**src/rtl/gb_lcd_capture.sv**
```systemverilog
// Game Boy LCD bus capture into a linear 2-bit framebuffer (row-major, y*H_PIXELS+x).
// Optional line-length checking is compiled in with `define LINE_CHECK_EN (adds line_err).
module gb_lcd_capture #(
  parameter int H_PIXELS    = 160,
  parameter int V_LINES     = 144,
  parameter int ADDR_W      = 15,
  parameter int SYNC_STAGES = 2
) (
  input  logic              clk,
  input  logic              reset,
  input  logic              capture_en,
  input  logic              lcd_cp,
  input  logic              lcd_hsync,
  input  logic              lcd_vsync,
  input  logic [1:0]        lcd_data,
  output logic [ADDR_W-1:0] fb_addr,
  output logic [1:0]        fb_d,
  output logic              fb_we,
  output logic              frame_done,
  output logic              busy
`ifdef LINE_CHECK_EN
  ,
  output logic              line_err
`endif
);

  localparam int X_W = $clog2(H_PIXELS + 2);
  localparam int Y_W = $clog2(V_LINES + 1);
  localparam logic [X_W-1:0] X_FULL = X_W'(H_PIXELS);
  localparam logic [Y_W-1:0] Y_LAST = Y_W'(V_LINES - 1);

  typedef enum logic [1:0] {IDLE, WAIT_VS, CAPTURE} state_t;

  state_t                 state_q, state_d;
  logic [SYNC_STAGES-1:0] cp_sync_q, hs_sync_q, vs_sync_q;
  logic [1:0]             dat_sync_q [SYNC_STAGES];
  logic                   cp_hist_q, hs_hist_q, vs_hist_q;
  logic [X_W-1:0]         x_q, x_d, x_inc;
  logic [Y_W-1:0]         y_q, y_d;
  logic [ADDR_W-1:0]      lb_q, lb_d;
  logic [ADDR_W-1:0]      fb_addr_q, fb_addr_d;
  logic [1:0]             fb_d_q, fb_d_d;
  logic                   fb_we_q, fb_we_d;
  logic                   fd_q, fd_d;
  logic                   pix_edge, hs_edge, vs_edge, write_ok;
`ifdef LINE_CHECK_EN
  logic                   le_q, le_d;
  logic [X_W-1:0]         x_line_end;
`endif

  assign pix_edge = cp_hist_q & ~cp_sync_q[SYNC_STAGES-1];
  assign hs_edge  = ~hs_hist_q & hs_sync_q[SYNC_STAGES-1];
  assign vs_edge  = ~vs_hist_q & vs_sync_q[SYNC_STAGES-1];
  assign write_ok = pix_edge && (x_q < X_FULL);
  // x keeps counting one past the line width so over-long lines stay distinguishable.
  assign x_inc    = (x_q <= X_FULL) ? x_q + X_W'(1) : x_q;

  always_comb begin
    state_d   = state_q;
    x_d       = x_q;
    y_d       = y_q;
    lb_d      = lb_q;
    fb_addr_d = fb_addr_q;
    fb_d_d    = fb_d_q;
    fb_we_d   = 1'b0;
    fd_d      = 1'b0;
`ifdef LINE_CHECK_EN
    le_d       = le_q;
    x_line_end = pix_edge ? x_inc : x_q;
`endif
    case (state_q)
      IDLE: begin
        if (capture_en) state_d = WAIT_VS;
      end
      WAIT_VS: begin
        if (vs_edge) begin
          x_d     = '0;
          y_d     = '0;
          lb_d    = '0;
          state_d = CAPTURE;
`ifdef LINE_CHECK_EN
          le_d    = 1'b0;
`endif
        end
      end
      CAPTURE: begin
        if (vs_edge) begin
          x_d  = '0;
          y_d  = '0;
          lb_d = '0;
        end else begin
          // A pixel coinciding with the line latch still belongs to the ending line.
          if (write_ok) begin
            fb_we_d   = 1'b1;
            fb_addr_d = lb_q + ADDR_W'(x_q);
            fb_d_d    = dat_sync_q[SYNC_STAGES-1];
          end
          if (hs_edge) begin
            x_d  = '0;
            lb_d = lb_q + ADDR_W'(H_PIXELS);
            y_d  = y_q + Y_W'(1);
`ifdef LINE_CHECK_EN
            if (x_line_end != X_FULL) le_d = 1'b1;
`endif
            if (y_q == Y_LAST) begin
              fd_d    = 1'b1;
              state_d = IDLE;
            end
          end else if (pix_edge) begin
            x_d = x_inc;
          end
        end
      end
      default: state_d = IDLE;
    endcase
  end

  always_ff @(posedge clk) begin
    if (reset) begin
      state_q   <= IDLE;
      cp_sync_q <= '0;
      hs_sync_q <= '0;
      vs_sync_q <= '0;
      for (int i = 0; i < SYNC_STAGES; i++) dat_sync_q[i] <= 2'b00;
      cp_hist_q <= 1'b0;
      hs_hist_q <= 1'b0;
      vs_hist_q <= 1'b0;
      x_q       <= '0;
      y_q       <= '0;
      lb_q      <= '0;
      fb_addr_q <= '0;
      fb_d_q    <= 2'b00;
      fb_we_q   <= 1'b0;
      fd_q      <= 1'b0;
`ifdef LINE_CHECK_EN
      le_q      <= 1'b0;
`endif
    end else begin
      state_q   <= state_d;
      cp_sync_q <= {cp_sync_q[SYNC_STAGES-2:0], lcd_cp};
      hs_sync_q <= {hs_sync_q[SYNC_STAGES-2:0], lcd_hsync};
      vs_sync_q <= {vs_sync_q[SYNC_STAGES-2:0], lcd_vsync};
      dat_sync_q[0] <= lcd_data;
      for (int i = 1; i < SYNC_STAGES; i++) dat_sync_q[i] <= dat_sync_q[i-1];
      cp_hist_q <= cp_sync_q[SYNC_STAGES-1];
      hs_hist_q <= hs_sync_q[SYNC_STAGES-1];
      vs_hist_q <= vs_sync_q[SYNC_STAGES-1];
      x_q       <= x_d;
      y_q       <= y_d;
      lb_q      <= lb_d;
      fb_addr_q <= fb_addr_d;
      fb_d_q    <= fb_d_d;
      fb_we_q   <= fb_we_d;
      fd_q      <= fd_d;
`ifdef LINE_CHECK_EN
      le_q      <= le_d;
`endif
    end
  end

  assign fb_addr    = fb_addr_q;
  assign fb_d       = fb_d_q;
  assign fb_we      = fb_we_q;
  assign frame_done = fd_q;
  assign busy       = (state_q != IDLE);
`ifdef LINE_CHECK_EN
  assign line_err   = le_q;
`endif

endmodule

```
**config.mk**
```make
export PLATFORM = sky130hd
export DESIGN_NAME = gb_lcd_capture
export DESIGN_NICKNAME = d
export VERILOG_FILES = /design/src/rtl/gb_lcd_capture.sv
export SDC_FILE = /design/constraint.sdc
export NUM_CORES = 1
export LEC_CHECK = 0
export CAP_MARGIN = 20
export CORE_UTILIZATION = 55
export DETAILED_ROUTE_END_ITERATION = 6
export PLACE_DENSITY = 0.77
export SLEW_MARGIN = 0
export SYNTH_ARGS = -nofsm -noshare
export SYNTH_HDL_FRONTEND = slang
export SYNTH_SLANG_ARGS = --single-unit
```
**constraint.sdc**
```tcl
create_clock -name clk -period 4.9 [get_ports clk]
set_clock_uncertainty 0.15 [all_clocks]
set_input_delay 1.47 -clock clk [delete_from_list [all_inputs] [get_ports clk]]
set_output_delay 1.47 -clock clk [all_outputs]
set_load 0.01 [all_outputs]
```
=== Word level (Yosys, flattened, before mapping) ===
Memories as Yosys holds them, arrays and structs flattened. A register that Yosys moved wholly into a read port is not among the register bits.
Index checks and enable logic that the tools add are counted.

* Word-level logic and storage cells: 78
* Memories kept: 1
* Bits in writable memories: 4
* Register bits after elaboration: 59
* Input bits: 8
* Output and inout port bits: 20

{| class="wikitable"
|+ Memories
! memory !! words !! width !! read ports !! clocked after Yosys merged registers in !! wr ports !! RTL line !! source
|-
| dat_sync_q || 2 || 2 || 2 || 1 || 2 || 36 || <nowiki>logic [1:0] dat_sync_q [SYNC_STAGES];</nowiki>
|}

* Bitwise gates (word level): 11
* $add $sub $neg: 4
* Magnitude comparators: 2
* Multiplexer cells: 26
* Equal/unequal tests: 11
* Reduce and logical (&&, ||, !) cells: 10

{| class="wikitable"
|+ Operators by type and width
! cell !! number
|-
| $mux 8 || 7
|-
| $mux 15 || 3
|-
| $pmux 8 s2 || 2
|-
| $pmux 15 s2 || 1
|-
| $add 8x1->8 const B || 2
|-
| $add 15x8->15 || 1
|-
| $add 15x8->15 const B || 1
|-
| $mux 2 || 7
|-
| $ne 2x2->1 const B || 5
|-
| $eq 8x8->1 const B || 1
|-
| $le 8x8->1 const B || 1
|-
| $lt 8x8->1 const B || 1
|-
| $ne 4x4->1 const B || 2
|-
| $not 1->1 || 6
|-
| $pmux 2 s3 || 1
|-
| $reduce_and 3->1 || 2
|-
| $mux 1 || 5
|-
| $reduce_and 5->1 || 1
|-
| $reduce_and 4->1 || 1
|-
| $reduce_bool 2->1 || 2
|-
| $reduce_or 4->1 || 1
|-
| $and 1x1->1 || 3
|-
| $ne 3x3->1 const B || 1
|-
| $reduce_or 3->1 || 1
|-
| 5 further kinds || 6
|}

=== Longest topological paths before layout ===
Gate-level depths: netlist (run 1).

* Depth in word-level cells: 6
* Gate-level depth with buffers: 8
* Gate-level depth less buffers: 6

=== Least setup slack after synthesis (run 1) ===
OpenSTA, ideal clock, no wires.

* Kind: input to register
* Start: input port reset
* End: register x_q[3]
* Setup time: 0.072 ns
* Data arrival time: 2.546 ns
* Path buffers: 2
* Required time: 4.678 ns
* Path slack: 2.133 ns
* Cell stages on the path: 5
* Path through: clkbuf_1 -> nor4_1 -> clkbuf_1 -> o21ai_0 -> mux2i_1

{| class="wikitable"
|+ RTL lines
! item !! RTL line !! source
|-
| start: declaration || 10 || <nowiki>input logic reset,</nowiki>
|-
| end signal: assignment || 128 || <nowiki>x_q <= '0;</nowiki>
|-
| end signal: assignment || 148 || <nowiki>x_q <= x_d;</nowiki>
|-
| end: declaration || 38 || <nowiki>logic [X_W-1:0] x_q, x_d, x_inc;</nowiki>
|}

=== Worst setup path in the final report (run 1) ===
* Start: register state_q[0]
* End: output port busy

* Cells in the longest elaborated chain, start to end: 1

{| class="wikitable"
|+ Ends and longest elaborated chain
! item !! RTL line !! source
|-
| start: declaration || 34 || <nowiki>state_t state_q, state_d;</nowiki>
|-
| start signal: assignment || 139 || <nowiki>state_q <= state_d;</nowiki>
|-
| $reduce_bool 2->1 || 165 || <nowiki>assign busy = (state_q != IDLE);</nowiki>
|-
| end: declaration || 20 || <nowiki>output logic busy</nowiki>
|}

No other way between the ends.

==> impl_metrics.tcl, run 1 <==
set metrics [dict create \
    status "completed" \
    cts_resized 0 \
    drive_above_1_share_pct 6.686 \
    crit_arrival_ns 1.65 \
    clk_pin_slew_ns 0.07 \
    final-setup-viol-count 0 \
    clkSinkCount 60 \
    max_stage_delay_ns 0.54 \
    setup.worst_path.end "busy" \
    die_w_um 74.13 \
    antenna_found_initial 0 \
    viasPerCell 5.577 \
    clk_path_buf_depth 2 \
    setup_tns_ns 0 \
    min_from "dat_sync_q[1][0]" \
    worstRegToRegCells 6 \
    numCtsBuffers 9 \
    synthesis.area_um2 2861 \
    cp-startpoint "state_q[0]" \
    yosysMostFrequentCell "dfxtp_1" \
    synth_common_cells "60 x dfxtp_1, 27 x nor2_1, 26 x nand2_1" \
    worstPathRequired_ns 3.28 \
    synth_edf_count 0 \
    cpMostUsedCell "inv_1" \
    tightest_slew_ns 0.9393 \
    cp.depth 4 \
    syn_nets 341 \
    postLayoutCellArea_um2 3307 \
    fp.dieArea_um2 5495 \
    criticalPathCategory "reg -> out" \
    vias 2292 \
    reg2reg_to "lb_q[14]" \
    rsz0062_at_grt "no" \
    irDropWorstVdd_mv 0.2482 \
    final_nets 360 \
    start_kind "flip-flop" \
    grt_pass1_wl_um 9052 \
    crit_chain "inv_1 > ha_1 > inv_1 > clkdlybuf4s50_1" \
    synth_top_area_share_pct 41.98 \
    fin_hold_ws_ns 0.2825 \
    clock_latency_ns 0.34 \
    grtUsageTotal_pct 21.84 \
    antennaDiodeCount 0 \
    post-route-min-period_ns 3.267 \
    p_per_area_nw_per_um2 331.1 \
    yosysWarnings 0 \
    start_util_pct 59.02 \
    hold_viol_final 0 \
    numPortBuffers 27 \
    initialDrtViolationCount 181 \
    cts_hold_buffers 0 \
    num_rows 25 \
    drc_errors 0 \
    drt_pre_antenna_iters 4 \
    area_delta_synth_final_pct 15.57 \
    finalPower_mw 1.095 \
    dpl.hpwl_um 3765 \
    endpoint_kind "primary output" \
    timing.critical_path.buf_inv 3 \
    drv_cap 0 \
    maxSlewViolCount 0 \
    r2r_slack_ns 2.34 \
    fmax_mhz 306.1 \
    gp_congestion 0.8378 \
    ant_nets 0 \
    crit_fanout 4 \
    dpl_cell_area_um2 3138 \
    grt_max_degree 39 \
    root_buffer "clkbuf_8" \
    synth.area.top_cells "dfxtp_1 42%, xnor2_1 5.8%, ha_1 5.2%" \
    r2r-start "state_q[1]" \
    h-tree-depth 3 \
    max_slew_margin_pct 37.25 \
    path_delay_family "buffers and inverters" \
    leakage_nw 1.046 \
    synth_cells 321 \
    cts_tree "done" \
    ys_seq_area_share_pct 41.98 \
    synthDistinctLibCells 48 \
    post_cts_buffers 0 \
    critPathSlowestCell "clkdlybuf4s50_1" \
    coreArea_um2 4848 \
    yosysTopAreaCell "dfxtp_1" \
    min_path_type "reg -> reg" \
    postSynthAreaPerCell_um2 8.914 \
    synth_flop_cell "dfxtp_1" \
    totalWireLength_um 5536 \
    grt_pass1_vias 2019 \
    async_flop_share_pct 0 \
    grt_overflow 0 \
    die_y_um 74.13 \
    fin_crit_sh_pct 66.67 \
    io_pins 28 \
    wire_per_inst_um 13.47 \
    synth-seq-cells 60 \
]
-- registers in the layout (all words and copies together) (netlist names) --
name,flops
state_q,2
cp_hist_q,1
fb_d,2
frame_done,1
y_q,8
hs_hist_q,1
cp_sync_q,2
dat_sync_q,4
lb_q,10
hs_sync_q,2
fb_addr,15
vs_hist_q,1
fb_we,1
x_q,8
vs_sync_q,2
-- report_power, final --
part | internal, mW | switching, mW | total, mW
clock | 0.207 | 0.177 | 0.384
sequential | 0.502 | 0.0108 | 0.512
combinational | 0.0704 | 0.128 | 0.199
total | 0.779 | 0.316 | 1.09
-- stage by stage --
step           util [%]  cells  setup WS (ns)
2_1_floorplan         -    321          2.133
3_3_place_gp      64.72    396          1.481
3_5_place_dp      64.72    396          1.410
4_1_cts           68.21    411          1.632
5_1_grt           68.21    411          1.590
6_report          68.21    411          1.633
-- how the worst min path moves through the flow --
stage / end / slack [ns] / cells after the start
floorplan: cp_sync_q[1] / 0.26 / 1
global placement: dat_sync_q[1][1] / 0.27 / 1
detailed placement: dat_sync_q[1][0] / 0.27 / 1
CTS: fb_d[0] / 0.28 / 2
global route: dat_sync_q[1][0] / 0.31 / 1
finish: fb_d[0] / 0.28 / 2
-- final cells by class --
| cell class | instances | area, um^2 |
|---|---|---|
| sequential | 60 | 1201 |
| clock buffer | 13 | 158.9 |
| clock inverter | 2 | 10.01 |
| fill | 404 | 1541 |
| multi-input combinational | 229 | 1526 |
| inverter | 11 | 41.29 |
| timing repair buffer | 29 | 285.3 |
| tap | 67 | 83.83 |
-- worst min-delay path: stages, from the launching register on --
cell	delay (ns)
dfxtp_1	0.29
nand2_1	0.04
a21oi_1	0.05
-- layout by cell type (no fill, tap or decap), types with 3 or more instances in the layout --
cell type and instances:
a211oi_1 18, a21oi_1 21, and3_1 3, clkbuf_8 11, clkdlybuf4s50_1 27, dfxtp_1 60, ha_1 12, inv_1 11
mux2i_1 7, nand2_1 26, nand3_1 14, nor2_1 27, nor2b_1 16, nor3_1 5, nor4_1 4, o211ai_1 4
o21ai_0 13, o21bai_1 4, xnor2_1 19
-- per-layer routing --
metal,vias up,part of all wire (%),track usage (%)
met3,10,4.0,5.691
met5,-,0,0
met2,44,46,35.25
met1,1057,48,27.68
li1,1181,-,-
met4,0,1.8,9.188
-- cells by family after synthesis --
group,count (synthesis),share of synthesized area (%)
AOI/OAI and AO/OA,81,20.55
muxes,7,2.449
DFF,60,41.98
and+or+nand+nor,110,19.28
buffers and inverters,32,4.678
adders and majority gates,12,5.247
xor gates and xnor gates,19,5.815
(Power assumes the default switching activity.)
==> run 2: changes to the inputs <==
==> constraint.sdc (replaced) <==
create_clock -name clk -period 3.25 [get_ports clk]
set_clock_uncertainty 0.15 [all_clocks]
set_input_delay 0.975 -clock clk [delete_from_list [all_inputs] [get_ports clk]]
set_output_delay 0.975 -clock clk [all_outputs]
set_load 0.01 [all_outputs]
==> run 2 against run 1 <==
  * Core utilization grew 1.2 points
  * Sequential cell count is the same
  * Global-route usage grew 0.46 points
  * Non-clock buffer count grew 3
  * Total power grew 60%
  * Combinational power grew 53%
  * Clock power grew 76%
  * Sequential share of layout area shrank 0.61 points
  * Die area is the same
  * Worst hold slack gained 0.0080 ns
  * Final cell count grew 0.97%
  * Largest cell class unchanged
==> impl_metrics.tcl, run 2 (synthesized netlist as in run 1, its figures left out) <==
set metrics [dict create \
    grtUsageTotal_pct 22.30 \
    io_pins 28 \
    p_per_area_nw_per_um2 521.3 \
    wire_per_inst_um 13.10 \
    drt_pre_antenna_iters 4 \
    die_y_um 74.13 \
    post_cts_buffers 0 \
    root_buffer "clkbuf_8" \
    path_delay_family "buffers and inverters" \
    worstPathRequired_ns 2.12 \
    cpMostUsedCell "inv_1" \
    clkSinkCount 60 \
    pre_cts_ws_ns 0.5290 \
    numPortBuffers 27 \
    post-place-cells 399 \
    final_cells 415 \
    clock_latency_ns 0.34 \
    area_delta_synth_final_pct 17.53 \
    start_util_pct 59.02 \
    start_kind "flip-flop" \
    leakage_nw 1.073 \
    endpoint_kind "primary output" \
    num_rows 25 \
    grt_overflow 0 \
    antennaDiodeCount 0 \
    final_nets 363 \
    grt_pass1_vias 2101 \
    gp_congestion 0.8170 \
    postLayoutCellArea_um2 3363 \
    dpl.hpwl_um 3801 \
    drc_errors 0 \
    cts_resized 0 \
    max_stage_delay_ns 0.54 \
    p_comb_share_pct 17.4 \
    drv_cap 0 \
    post-route-min-period_ns 2.777 \
    largest_reg_flops 15 \
    clk_path_buf_depth 2 \
    grt_max_degree 25 \
    die_w_um 74.13 \
    p_int_mw 1.264 \
    h-tree-depth 3 \
    crit_arrival_ns 1.65 \
    numCtsBuffers 9 \
    final_common_cell "dfxtp_1" \
    pwr-share-seq_pct 44.1 \
    totalWireLength_um 5437 \
    fin_hold_ws_ns 0.2905 \
    crit_chain "inv_1 > ha_1 > inv_1 > clkdlybuf4s50_1" \
    irDropWorstVdd_mv 0.3086 \
    p_sw_share_pct 27.92 \
    fin_crit_sh_pct 85.45 \
    cts_hold_buffers 0 \
    rsz0062_at_grt "no" \
    tightest_slew_ns 0.9140 \
    criticalPathCategory "reg -> out" \
    dpl_cell_area_um2 3161 \
    min_path_type "reg -> reg" \
    p_sw_mw 0.4895 \
    critPathSlowestCell "clkdlybuf4s50_1" \
    ant_nets 0 \
    maxSlewViolCount 0 \
    p_clk_share_pct 38.5 \
    max_slew_margin_pct 38.94 \
    vias 2292 \
    cts_tree "done" \
    hold_viol_final 0 \
    viasPerCell 5.523 \
    coreArea_um2 4848 \
    setup_tns_ns 0 \
    antenna_found_initial 0 \
    drive_above_1_share_pct 8.046 \
    fp.dieArea_um2 5495 \
    clk_pin_slew_ns 0.06 \
    crit_fanout 4 \
    status "completed" \
    initialDrtViolationCount 142 \
    final_cell_mix "60 x dfxtp_1, 27 x nor2_1, 27 x clkdlybuf4s50_1" \
    fin_ws_ns 0.4729 \
    timing.critical_path.buf_inv 3 \
    fmax_mhz 360.1 \
    final-setup-viol-count 0 \
    grt_pass1_wl_um 9321 \
]
==> run 2: path summary, 6_finish.rpt <==
check	from	end	slack, ns	cells past startpoint
setup / recovery	state_q[0]	busy	0.47	4
setup reg to reg	state_q[1]	lb_q[14]	0.76	6
hold reg to reg	dat_sync_q[1][0]	fb_d[0]	0.29	2
hold / removal	dat_sync_q[1][0]	fb_d[0]	0.29	2
==> run 2: cell type report <==
| cell class | instances | area (um^2) |
|---|---|---|
| Multi-Input combinational cell | 229 | 1526 |
| Fill cell | 403 | 1485 |
| Sequential cell | 60 | 1201 |
| Timing Repair Buffer | 32 | 307.8 |
| Clock buffer | 12 | 155.1 |
| Tap cell | 67 | 83.83 |
| Clock inverter | 4 | 47.55 |
| Inverter | 11 | 41.29 |
==> run 2: power groups by stage <==
stage	clock (mW)	sequential, mW	combinational [mW]
final	0.675	0.773	0.305
after global routing	0.721	0.775	0.341
after CTS	0.689	0.773	0.301
after detailed placement	0	0.789	0.299
after global placement	0	0.788	0.294
after floorplan	0	0.785	0.221
==> run 2: through the flow <==
step	power, mW	utilization (%)
floorplan	1.006	-
global placement	1.082	65.19
detailed placement	1.089	65.19
CTS	1.763	69.37
global route	1.837	69.37
finish	1.753	69.37
==> run 2: worst reg2reg max path, stage by stage, from the launching register on <==
cell and delay (ns):
dfxtp_1 0.34, inv_1 0.09, ha_1 0.27, or3b_1 0.68, a211oi_2 0.36, or3b_1 0.38, a21oi_1 0.14
==> run 2: routing by layer <==
| layer | global-route usage (%) | vias up | share of wire (%) |
|---|---|---|---|
| met2 | 34.95 | 54 | 45 |
| li1 | - | 1185 | - |
| met1 | 28.33 | 1040 | 49 |
| met4 | 13.89 | 0 | 2.5 |
| met5 | 0 | - | 0 |
| met3 | 4.201 | 13 | 3.9 |
